===== src/rtl/clint_arbiter.sv =====
// Two-requester round-robin arbiter in front of a single CLINT slave port.
// One transaction in flight at a time; slave silence beyond TIMEOUT cycles becomes an access fault.
package clint_arbiter_pkg;
  typedef enum logic [1:0] {
    SIZE_BYTE   = 2'd0,
    SIZE_HALF   = 2'd1,
    SIZE_WORD   = 2'd2,
    SIZE_DOUBLE = 2'd3
  } mem_access_size_t;
endpackage

module clint_arbiter
  import clint_arbiter_pkg::*;
#(
  parameter int TIMEOUT = 16
) (
  input  logic             clk,
  input  logic             reset,
  input  logic             m0_valid_i,
  input  logic [63:0]      m0_addr_i,
  input  mem_access_size_t m0_byte_en_i,
  input  logic             m0_wr_i,
  input  logic [63:0]      m0_wr_data_i,
  output logic             m0_ready_o,
  output logic [63:0]      m0_data_o,
  output logic             m0_resp_valid_o,
  output logic             m0_exc_valid_o,
  output logic [4:0]       m0_exc_code_o,
  input  logic             m1_valid_i,
  input  logic [63:0]      m1_addr_i,
  input  mem_access_size_t m1_byte_en_i,
  input  logic             m1_wr_i,
  input  logic [63:0]      m1_wr_data_i,
  output logic             m1_ready_o,
  output logic [63:0]      m1_data_o,
  output logic             m1_resp_valid_o,
  output logic             m1_exc_valid_o,
  output logic [4:0]       m1_exc_code_o,
  output logic [63:0]      s_addr_o,
  output logic             s_valid_o,
  output mem_access_size_t s_byte_en_o,
  output logic             s_wr_o,
  output logic [63:0]      s_wr_data_o,
  input  logic             s_ready_i,
  input  logic [63:0]      s_data_i,
  input  logic             s_resp_valid_i,
  input  logic             s_exc_valid_i,
  input  logic [4:0]       s_exc_code_i
);

  typedef enum logic [1:0] {IDLE, ISSUE, WAIT, RESP} state_t;

  state_t           state;
  logic             prio;      // requester favoured on contention
  logic             owner;
  logic [63:0]      addr_q;
  logic [63:0]      wdata_q;
  mem_access_size_t size_q;
  logic             wr_q;
  logic [63:0]      data_q;
  logic             exc_q;
  logic [4:0]       code_q;
  logic [7:0]       cnt;

  logic             grant_valid;
  logic             grant_id;
  logic             s_hit;
  logic [63:0]      cap_data;
  logic [4:0]       cap_code;

  // NOTE: combinational blocks assign every output a default first so no latch is inferred.
  always_comb begin
    grant_valid = m0_valid_i | m1_valid_i;
    grant_id    = m1_valid_i;
    if (m0_valid_i && m1_valid_i) grant_id = prio;
  end

  // Exception wins over data; stores never return data.
  assign s_hit    = s_resp_valid_i | s_exc_valid_i;
  assign cap_data = (s_exc_valid_i || wr_q) ? 64'd0 : s_data_i;
  assign cap_code = s_exc_valid_i ? s_exc_code_i : 5'd0;

  // NOTE: sequential state uses non-blocking assignments only, so every register sees pre-edge values.
  always_ff @(posedge clk) begin
    if (reset) begin
      state   <= IDLE;
      prio    <= 1'b0;
      owner   <= 1'b0;
      addr_q  <= '0;
      wdata_q <= '0;
      size_q  <= SIZE_BYTE;
      wr_q    <= 1'b0;
      data_q  <= '0;
      exc_q   <= 1'b0;
      code_q  <= '0;
      cnt     <= '0;
    end else begin
      case (state)
        IDLE: if (grant_valid) begin
          owner   <= grant_id;
          addr_q  <= grant_id ? m1_addr_i    : m0_addr_i;
          wdata_q <= grant_id ? m1_wr_data_i : m0_wr_data_i;
          size_q  <= grant_id ? m1_byte_en_i : m0_byte_en_i;
          wr_q    <= grant_id ? m1_wr_i      : m0_wr_i;
          state   <= ISSUE;
        end
        ISSUE: if (s_ready_i) begin
          if (s_hit) begin
            data_q <= cap_data;
            exc_q  <= s_exc_valid_i;
            code_q <= cap_code;
            state  <= RESP;
          end else begin
            cnt   <= '0;
            state <= WAIT;
          end
        end
        WAIT: begin
          if (s_hit) begin
            data_q <= cap_data;
            exc_q  <= s_exc_valid_i;
            code_q <= cap_code;
            state  <= RESP;
          end else if (cnt == 8'(TIMEOUT - 1)) begin
            data_q <= '0;
            exc_q  <= 1'b1;
            code_q <= wr_q ? 5'd7 : 5'd5;
            state  <= RESP;
          end else begin
            cnt <= cnt + 8'd1;
          end
        end
        RESP: begin
          prio  <= ~owner;
          state <= IDLE;
        end
        default: state <= IDLE;
      endcase
    end
  end

  logic issue_on, m0_sel, m1_sel;
  assign issue_on = (state == ISSUE) && !reset;
  assign m0_sel   = (state == RESP) && !reset && !owner;
  assign m1_sel   = (state == RESP) && !reset &&  owner;

  assign m0_ready_o = (state == IDLE) && !reset && grant_valid && !grant_id;
  assign m1_ready_o = (state == IDLE) && !reset && grant_valid &&  grant_id;

  assign s_valid_o   = issue_on;
  assign s_addr_o    = issue_on ? addr_q  : '0;
  assign s_wr_data_o = issue_on ? wdata_q : '0;
  assign s_wr_o      = issue_on && wr_q;
  assign s_byte_en_o = issue_on ? size_q  : SIZE_BYTE;

  assign m0_resp_valid_o = m0_sel && !exc_q;
  assign m0_exc_valid_o  = m0_sel &&  exc_q;
  assign m0_exc_code_o   = m0_sel ? code_q : '0;
  assign m0_data_o       = m0_sel ? data_q : '0;
  assign m1_resp_valid_o = m1_sel && !exc_q;
  assign m1_exc_valid_o  = m1_sel &&  exc_q;
  assign m1_exc_code_o   = m1_sel ? code_q : '0;
  assign m1_data_o       = m1_sel ? data_q : '0;

endmodule


===== config.mk =====
export PLATFORM = sky130hd
export DESIGN_NAME = clint_arbiter
export DESIGN_NICKNAME = d
export VERILOG_FILES = /design/src/rtl/clint_arbiter.sv
export SDC_FILE = /design/constraint.sdc
export NUM_CORES = 1
export LEC_CHECK = 0
export BUFFER_PORTS_ARGS = -buffer_cell sky130_fd_sc_hd__buf_2
export CAP_MARGIN = 20
export CORE_AREA = 10 10 230 232
export CTS_BUF_LIST = sky130_fd_sc_hd__clkbuf_8
export CTS_CLUSTER_SIZE = 14
export DETAILED_ROUTE_END_ITERATION = 8
export DIE_AREA = 0 0 240 242
export HOLD_SLACK_MARGIN = 0.06
export SYNTH_ARGS = -nofsm -noshare
export SYNTH_HDL_FRONTEND = slang
export SYNTH_SLANG_ARGS = --single-unit

===== constraint.sdc =====
create_clock -name clk -period 2.6 [get_ports clk]
set_input_delay 0.26 -clock clk [delete_from_list [all_inputs] [get_ports clk]]
set_output_delay 0.26 -clock clk [all_outputs]
set_load 0.1 [all_outputs]

==> results.sh, run 1 <==
export IMPL_syn_area_sq_um=11200
export IMPL_die_area_sq_um=58100
export IMPL_finalCritPeriodShare=0.972
export IMPL_coreArea_sq_um=48400
export IMPL_finalCriticalPeriod_ns=2.53
export IMPL_grt_overflow=0
export IMPL_r2r_end="addr_q[56]"
export IMPL_worstPathBufferInverterCount=3
export IMPL_drive_above_1_share=0.333
export IMPL_reg2reg_slack_ns=0.12
export IMPL_grt_pass1_vias=13449
export IMPL_max_stage_delay_ns=0.40
export IMPL_root_buffer="clkbuf_8"
export IMPL_crit_fanout=18
export IMPL_start_kind="register"
export IMPL_crit_chain="ha_4 > nor3b_4 > buf_4 > buf_12 > and2_1 > buf_12"
export IMPL_die_h_microns=242
export IMPL_first_iter_violations=679
export IMPL_ios=614
export IMPL_yosysSeqAreaShare=0.379
export IMPL_initial_utilization=0.232
export IMPL_crit_family="simple AND/OR/NAND/NOR gates"
export IMPL_grt_max_degree=116
export IMPL_cellPowerDensity_nw_per_um2=692
export IMPL_post_synth_num_cell_types=39
export IMPL_portBuffers=613
export IMPL_worstPathArrival_ns=2.27
export IMPL_ant_nets=0
export IMPL_synth_seq_cells=213
export IMPL_ir_worst_vdd_uv=631
export IMPL_drc_errors=0
export IMPL_rsz0062_at_grt="true"
export IMPL_outcome="finished clean"
export IMPL_wl_met2_microns=27900
export IMPL_required_ns=2.34
export IMPL_synthCells=1295
export IMPL_grt_pass1_wl_microns=81500
export IMPL_place_inst=2431
export IMPL_synth_area_per_cell_sq_um=8.68
export IMPL_fin_nets=2489
export IMPL_drt_wirelength_per_cell_microns=20.3
export IMPL_mostFrequentLayoutCell="buf_2"
export IMPL_min_from="m1_addr_i[16]"
export IMPL_first_pass_iters=5
export IMPL_slew_headroom=0.566
export IMPL_most_common_layout_cells="buf_2, dlygate4sd3_1, and2_1"
export IMPL_setup_violations=0
export IMPL_critPathMostFrequentCell="buf_12"
export IMPL_tightest_slew_ns=0.648
export IMPL_cp_slowest_cell="dfxtp_4"
export IMPL_cts_tree="done"
export IMPL_worst_setup_path_type="reg -> out"
export IMPL_syn_nets=1638
export IMPL_gr_usage_all_layers=0.178
export IMPL_clockBufferDepth=3
export IMPL_wl_met1_microns=21400
export IMPL_max_freq_mhz=396
export IMPL_antenna_found_initial=11
export IMPL_cts_htree_levels=2
export IMPL_finalWirelength_microns=57000
export IMPL_cts_sinks=213
export IMPL_whs_path_depth=3
export IMPL_clkLatencyLatePin_ns=0.57
export IMPL_dpl_cell_area_sq_um=16800
export IMPL_ys_warn_count=0
export IMPL_highest_layer="met5"
export IMPL_maxCapViolations=0
export IMPL_n_fill_cell=4385
export IMPL_cts_buffers=39
export IMPL_final_area_sq_um=21700
export IMPL_hpwl_microns=36300
export IMPL_syn2layout_area_growth_pct=92.7
export IMPL_whs_endpoint="addr_q[16]"
export IMPL_skew_ns=0.0174
export IMPL_p_leak_nw=10.1
export IMPL_slew_viol_final=0
export IMPL_rows=81
export IMPL_hold_class="in -> reg"
export IMPL_hold_viol_final=0
export IMPL_reg2reg_from="prio"
export IMPL_r2r_cells=6
export IMPL_dr_wl_met3_microns=5690
export IMPL_worst_setup_path_end_kind="primary output"
export IMPL_cts_clk_slew_worst_paths_ns=0.06
export IMPL_fp_dieW_microns=240
export IMPL_place_congestion=0.935
export IMPL_avgViaCountPerCell=4.60
export IMPL_finalNonFillerCells=2800
export IMPL_num_vias=12875
==> cells by family (layout without fill, tap and decap cells) <==
group	Yosys count	in the layout	synth area share
and+or+nand+nor	591	591	0.285
DFF	213	213	0.379
muxes	204	204	0.182
AOI/OAI and AO/OA	162	162	0.105
buffers and inverters	120	998	0.0436
adders and majority gates	5	5	0.00556
other	0	5	0
==> timing repair <==
item	in CTS	in global routing
hold buffers	283	0
hold endpoints to repair	184	0
setup endpoints to repair	172	137
buffers inserted	2	4
cloned	2	6
gates resized for setup	286	26
==> per-layer routing <==
metal	vias to the layer above	track usage
li1	6104	-
met4	6	0.0633
met5	-	0
met1	5965	0.194
met3	125	0.0701
met2	675	0.307
==> through the flow <==
step / utilization / power (mW) / setup slack, ns / TNS (ns) / hold slack, ns
after floorplan: - / 9.08 / 0.0212 / 0 / 0.399
after global placement: 0.348 / 10.5 / 0.512 / 0 / 0.466
after detailed placement: 0.348 / 10.6 / 0.364 / 0 / 0.477
after CTS: 0.443 / 14.9 / 0.000428 / 0 / 0.0624
after global routing: 0.447 / 15.8 / -0.0329 / -0.543 / 0.0603
final: 0.447 / 15.0 / 0.0717 / 0 / 0.0839
==> tightest hold or removal path, stage by stage <==
cell and delay [ns]:
buf_2 0.11, mux2i_1 0.14, a211oi_1 0.09
==> synthesized netlist by cell type, drive strengths merged <==
library cell | number | area share
a311oi | 2 | 0.0016
nand4b | 2 | 0.0016
and2 | 273 | 0.15
ha | 5 | 0.0056
a21oi | 5 | 0.0022
or4 | 3 | 0.0023
inv | 6 | 0.0020
nor3b | 3 | 0.0020
o2111ai | 1 | 0.00078
dfxtp | 213 | 0.38
nor4 | 1 | 0.00056
buf | 26 | 0.012
nand2b | 76 | 0.042
mux2i | 202 | 0.18
and3 | 3 | 0.0017
and4 | 2 | 0.0016
nor3 | 5 | 0.0027
nand3b | 4 | 0.0027
clkbuf | 88 | 0.029
nor2 | 139 | 0.046
nand3 | 5 | 0.0022
a31oi | 2 | 0.0011
nand2 | 68 | 0.023
o41ai | 1 | 0.00078
nor2b | 4 | 0.0022
a22oi | 1 | 0.00067
mux2 | 2 | 0.0020
o211ai | 1 | 0.00067
o21ai | 12 | 0.0053
a211o | 1 | 0.00078
or2 | 2 | 0.0011
nor4b | 1 | 0.00078
o31ai | 1 | 0.00067
a211oi | 134 | 0.089
o21ba | 1 | 0.00089
==> state kept, by name (all words and copies together) (netlist names) <==
register	count
exc_q	1
owner	1
prio	1
code_q	5
addr_q	64
wdata_q	64
cnt	8
size_q	2
state	2
data_q	64
wr_q	1
==> power by group <==
| part | leakage [nW] | internal, mW | total (mW) | switching, mW |
|---|---|---|---|---|
| logic | 7.93 | 2.55 | 6.92 | 4.37 |
| clock network | 0.460 | 1.83 | 3.30 | 1.47 |
| registers | 1.75 | 4.18 | 4.76 | 0.584 |
| total | 10.1 | 8.56 | 15.0 | 6.42 |
==> area by class of cell <==
type	count	area (sq um)	area share
Antenna cell	5	12.5	0.000577
Clock buffer	47	647	0.0299
Multi-Input combinational cell	962	6610	0.305
Tap cell	622	778	0.0359
Clock inverter	21	141	0.00653
Sequential cell	213	4270	0.197
Timing Repair Buffer	924	9190	0.424
Inverter	6	22.5	0.00104
==> how the worst max path moves through the flow <==
stage                   from         endpoint  depth (start not counted)
floorplan           state[1]   s_byte_en_o[0]                          5
global placement    state[1]  s_wr_data_o[12]                          6
detailed placement  state[0]     s_addr_o[31]                          5
CTS                 state[1]     s_addr_o[31]                          7
global route        state[0]    m1_data_o[29]                          6
finish              state[0]    m1_data_o[49]                          6
(Power assumes the default switching activity.)
==> run 2: changes to the inputs <==
CELL_PAD_IN_SITES_DETAIL_PLACEMENT = 0   (was not set)
CELL_PAD_IN_SITES_GLOBAL_PLACEMENT = 2   (was not set)
PLACE_DENSITY_LB_ADDON = 0.1   (was not set)
SLEW_MARGIN = 40   (was not set)
==> results.sh, run 2 (synthesis gave the netlist of run 1 again) <==
export IMPL_outcome="finished clean"
export IMPL_slew_headroom=0.530
export IMPL_hpwl_microns=40600
export IMPL_hold_ws_ns=0.0859
export IMPL_gr_usage_all_layers=0.179
export IMPL_drt_wirelength_per_cell_microns=19.8
export IMPL_portBuffers=613
export IMPL_hold_viol_final=0
export IMPL_dpl_cell_area_sq_um=16700
export IMPL_final_setup_worst_slack_ns=0.0991
export IMPL_avgViaCountPerCell=4.33
export IMPL_antenna_found_initial=7
export IMPL_most_common_layout_cells="buf_2, and2_1, dlygate4sd3_1"
export IMPL_fp_dieW_microns=240
export IMPL_whs_path_depth=3
export IMPL_initial_utilization=0.232
export IMPL_clkLatencyLatePin_ns=0.59
export IMPL_final_setup_tns_ns=0
export IMPL_num_vias=11972
export IMPL_power_mw=15.3
export IMPL_ir_worst_vdd_uv=371
export IMPL_setup_violations=0
export IMPL_crit_fanout=71
export IMPL_r2r_cells=5
export IMPL_die_h_microns=242
export IMPL_tightest_slew_ns=0.702
export IMPL_worstPathBufferInverterCount=2
export IMPL_finalCritPeriodShare=0.962
export IMPL_sw_frac_of_total=0.419
export IMPL_finalWirelength_microns=54600
export IMPL_cts_buffers=45
export IMPL_reg_largest_list="addr_q: 64 flops, data_q: 64 flops, wdata_q: 64 flops"
export IMPL_worstPathArrival_ns=2.24
export IMPL_crit_chain="ha_2 > nor3b_2 > clkbuf_16 > and2_1 > buf_4"
export IMPL_finalCriticalPeriod_ns=2.50
export IMPL_cellPowerDensity_nw_per_um2=731
export IMPL_grt_max_degree=127
export IMPL_cts_tree="done"
export IMPL_ios=614
export IMPL_worst_setup_path_end_kind="primary output"
export IMPL_pre_cts_ws_ns=0.403
export IMPL_first_iter_violations=482
export IMPL_grt_pass1_wl_microns=79400
export IMPL_die_area_sq_um=58100
export IMPL_fin_nets=2448
export IMPL_clockBufferDepth=3
export IMPL_ant_nets=0
export IMPL_place_inst=2433
export IMPL_worst_setup_path_type="reg -> out"
export IMPL_power_switching_mw=6.40
export IMPL_p_clk_frac=0.228
export IMPL_slew_viol_final=0
export IMPL_required_ns=2.34
export IMPL_p_leak_nw=9.89
export IMPL_max_stage_delay_ns=0.40
export IMPL_place_congestion=0.767
export IMPL_pwr_share_seq=0.306
export IMPL_drive_above_1_share=0.337
export IMPL_max_freq_mhz=400
export IMPL_cts_htree_levels=2
export IMPL_cts_clk_slew_worst_paths_ns=0.06
export IMPL_coreArea_sq_um=48400
export IMPL_mostFrequentLayoutCell="buf_2"
export IMPL_n_fill_cell=4840
export IMPL_start_kind="register"
export IMPL_finalNonFillerCells=2762
export IMPL_root_buffer="clkbuf_8"
export IMPL_skew_ns=0.0161
export IMPL_crit_family="buffers and inverters"
export IMPL_combPwrFrac=0.466
export IMPL_first_pass_iters=4
export IMPL_rows=81
export IMPL_grt_pass1_vias=12460
export IMPL_syn2layout_area_growth_pct=85.8
export IMPL_final_util=0.431
export IMPL_final_area_sq_um=20900
export IMPL_grt_overflow=0
export IMPL_maxCapViolations=0
export IMPL_drc_errors=0
export IMPL_startpoint="state[0]"
export IMPL_path_depth=5
export IMPL_intPower_mw=8.87
export IMPL_min_from="m1_addr_i[35]"
export IMPL_cp_slowest_cell="dfxtp_2"
export IMPL_reg2reg_from="prio"
export IMPL_cts_sinks=213
export IMPL_hold_class="in -> reg"
## run 2: cell count changes in the layout (fill, tap and decap cells not counted), sizes merged
cell / previous run / this run
buf: 636 / 635
clkbuf: 52 / 58
inv: 23 / 22
dlygate4sd3: 283 / 240
bufinv: 2 / 0
clkinv: 1 / 4
## run 2: what timing repair did
| action | 4_1_cts | 5_1_grt |
|---|---|---|
| resized for setup | 167 | 103 |
| buffers inserted | 2 | 2 |
| hold buffers | 240 | 0 |
| setup endpoints to repair | 273 | 202 |
| cloned | 2 | 1 |
| endpoints found under the hold margin | 160 | 0 |
## run 2: layout make-up
type                            instances  area (sq um)  area share
Antenna cell                            5          12.5    0.000599
Clock buffer                           56           771      0.0369
Clock inverter                         21          87.6     0.00419
Inverter                                6          22.5     0.00108
Multi-Input combinational cell        962          6570       0.315
Sequential cell                       213          4270       0.204
Tap cell                              622           778      0.0373
Timing Repair Buffer                  877          8370       0.401
## run 2: path summary, 6_finish.rpt
check	to	slack, ns
min reg2reg	data_q[35]	0.48
max reg2reg	wdata_q[17]	0.25
max	m1_data_o[26]	0.1
min	addr_q[35]	0.09
## run 2: per-layer routing
| metal | GRT usage | routed length [microns] |
|---|---|---|
| met1 | 0.198 | 21700 |
| met2 | 0.310 | 26900 |
| met3 | 0.0647 | 4700 |
| met4 | 0.0588 | 1360 |
| met5 | 0 | 13 |
## run 2: power by group through the flow
| stage | Clock (mW) | Sequential [mW] | Combinational, mW |
|---|---|---|---|
| final | 3.48 | 4.67 | 7.12 |
| after global routing | 3.79 | 4.80 | 7.69 |
| after CTS | 3.66 | 4.69 | 7.19 |
| after detailed placement | 0 | 4.74 | 6.63 |
| after global placement | 0 | 4.72 | 6.59 |
| after floorplan | 0 | 4.52 | 4.56 |
## run 2: tightest hold or removal path: stages
cell and delay [ns]:
buf_2 0.07, mux2i_1 0.08, a211oi_1 0.22
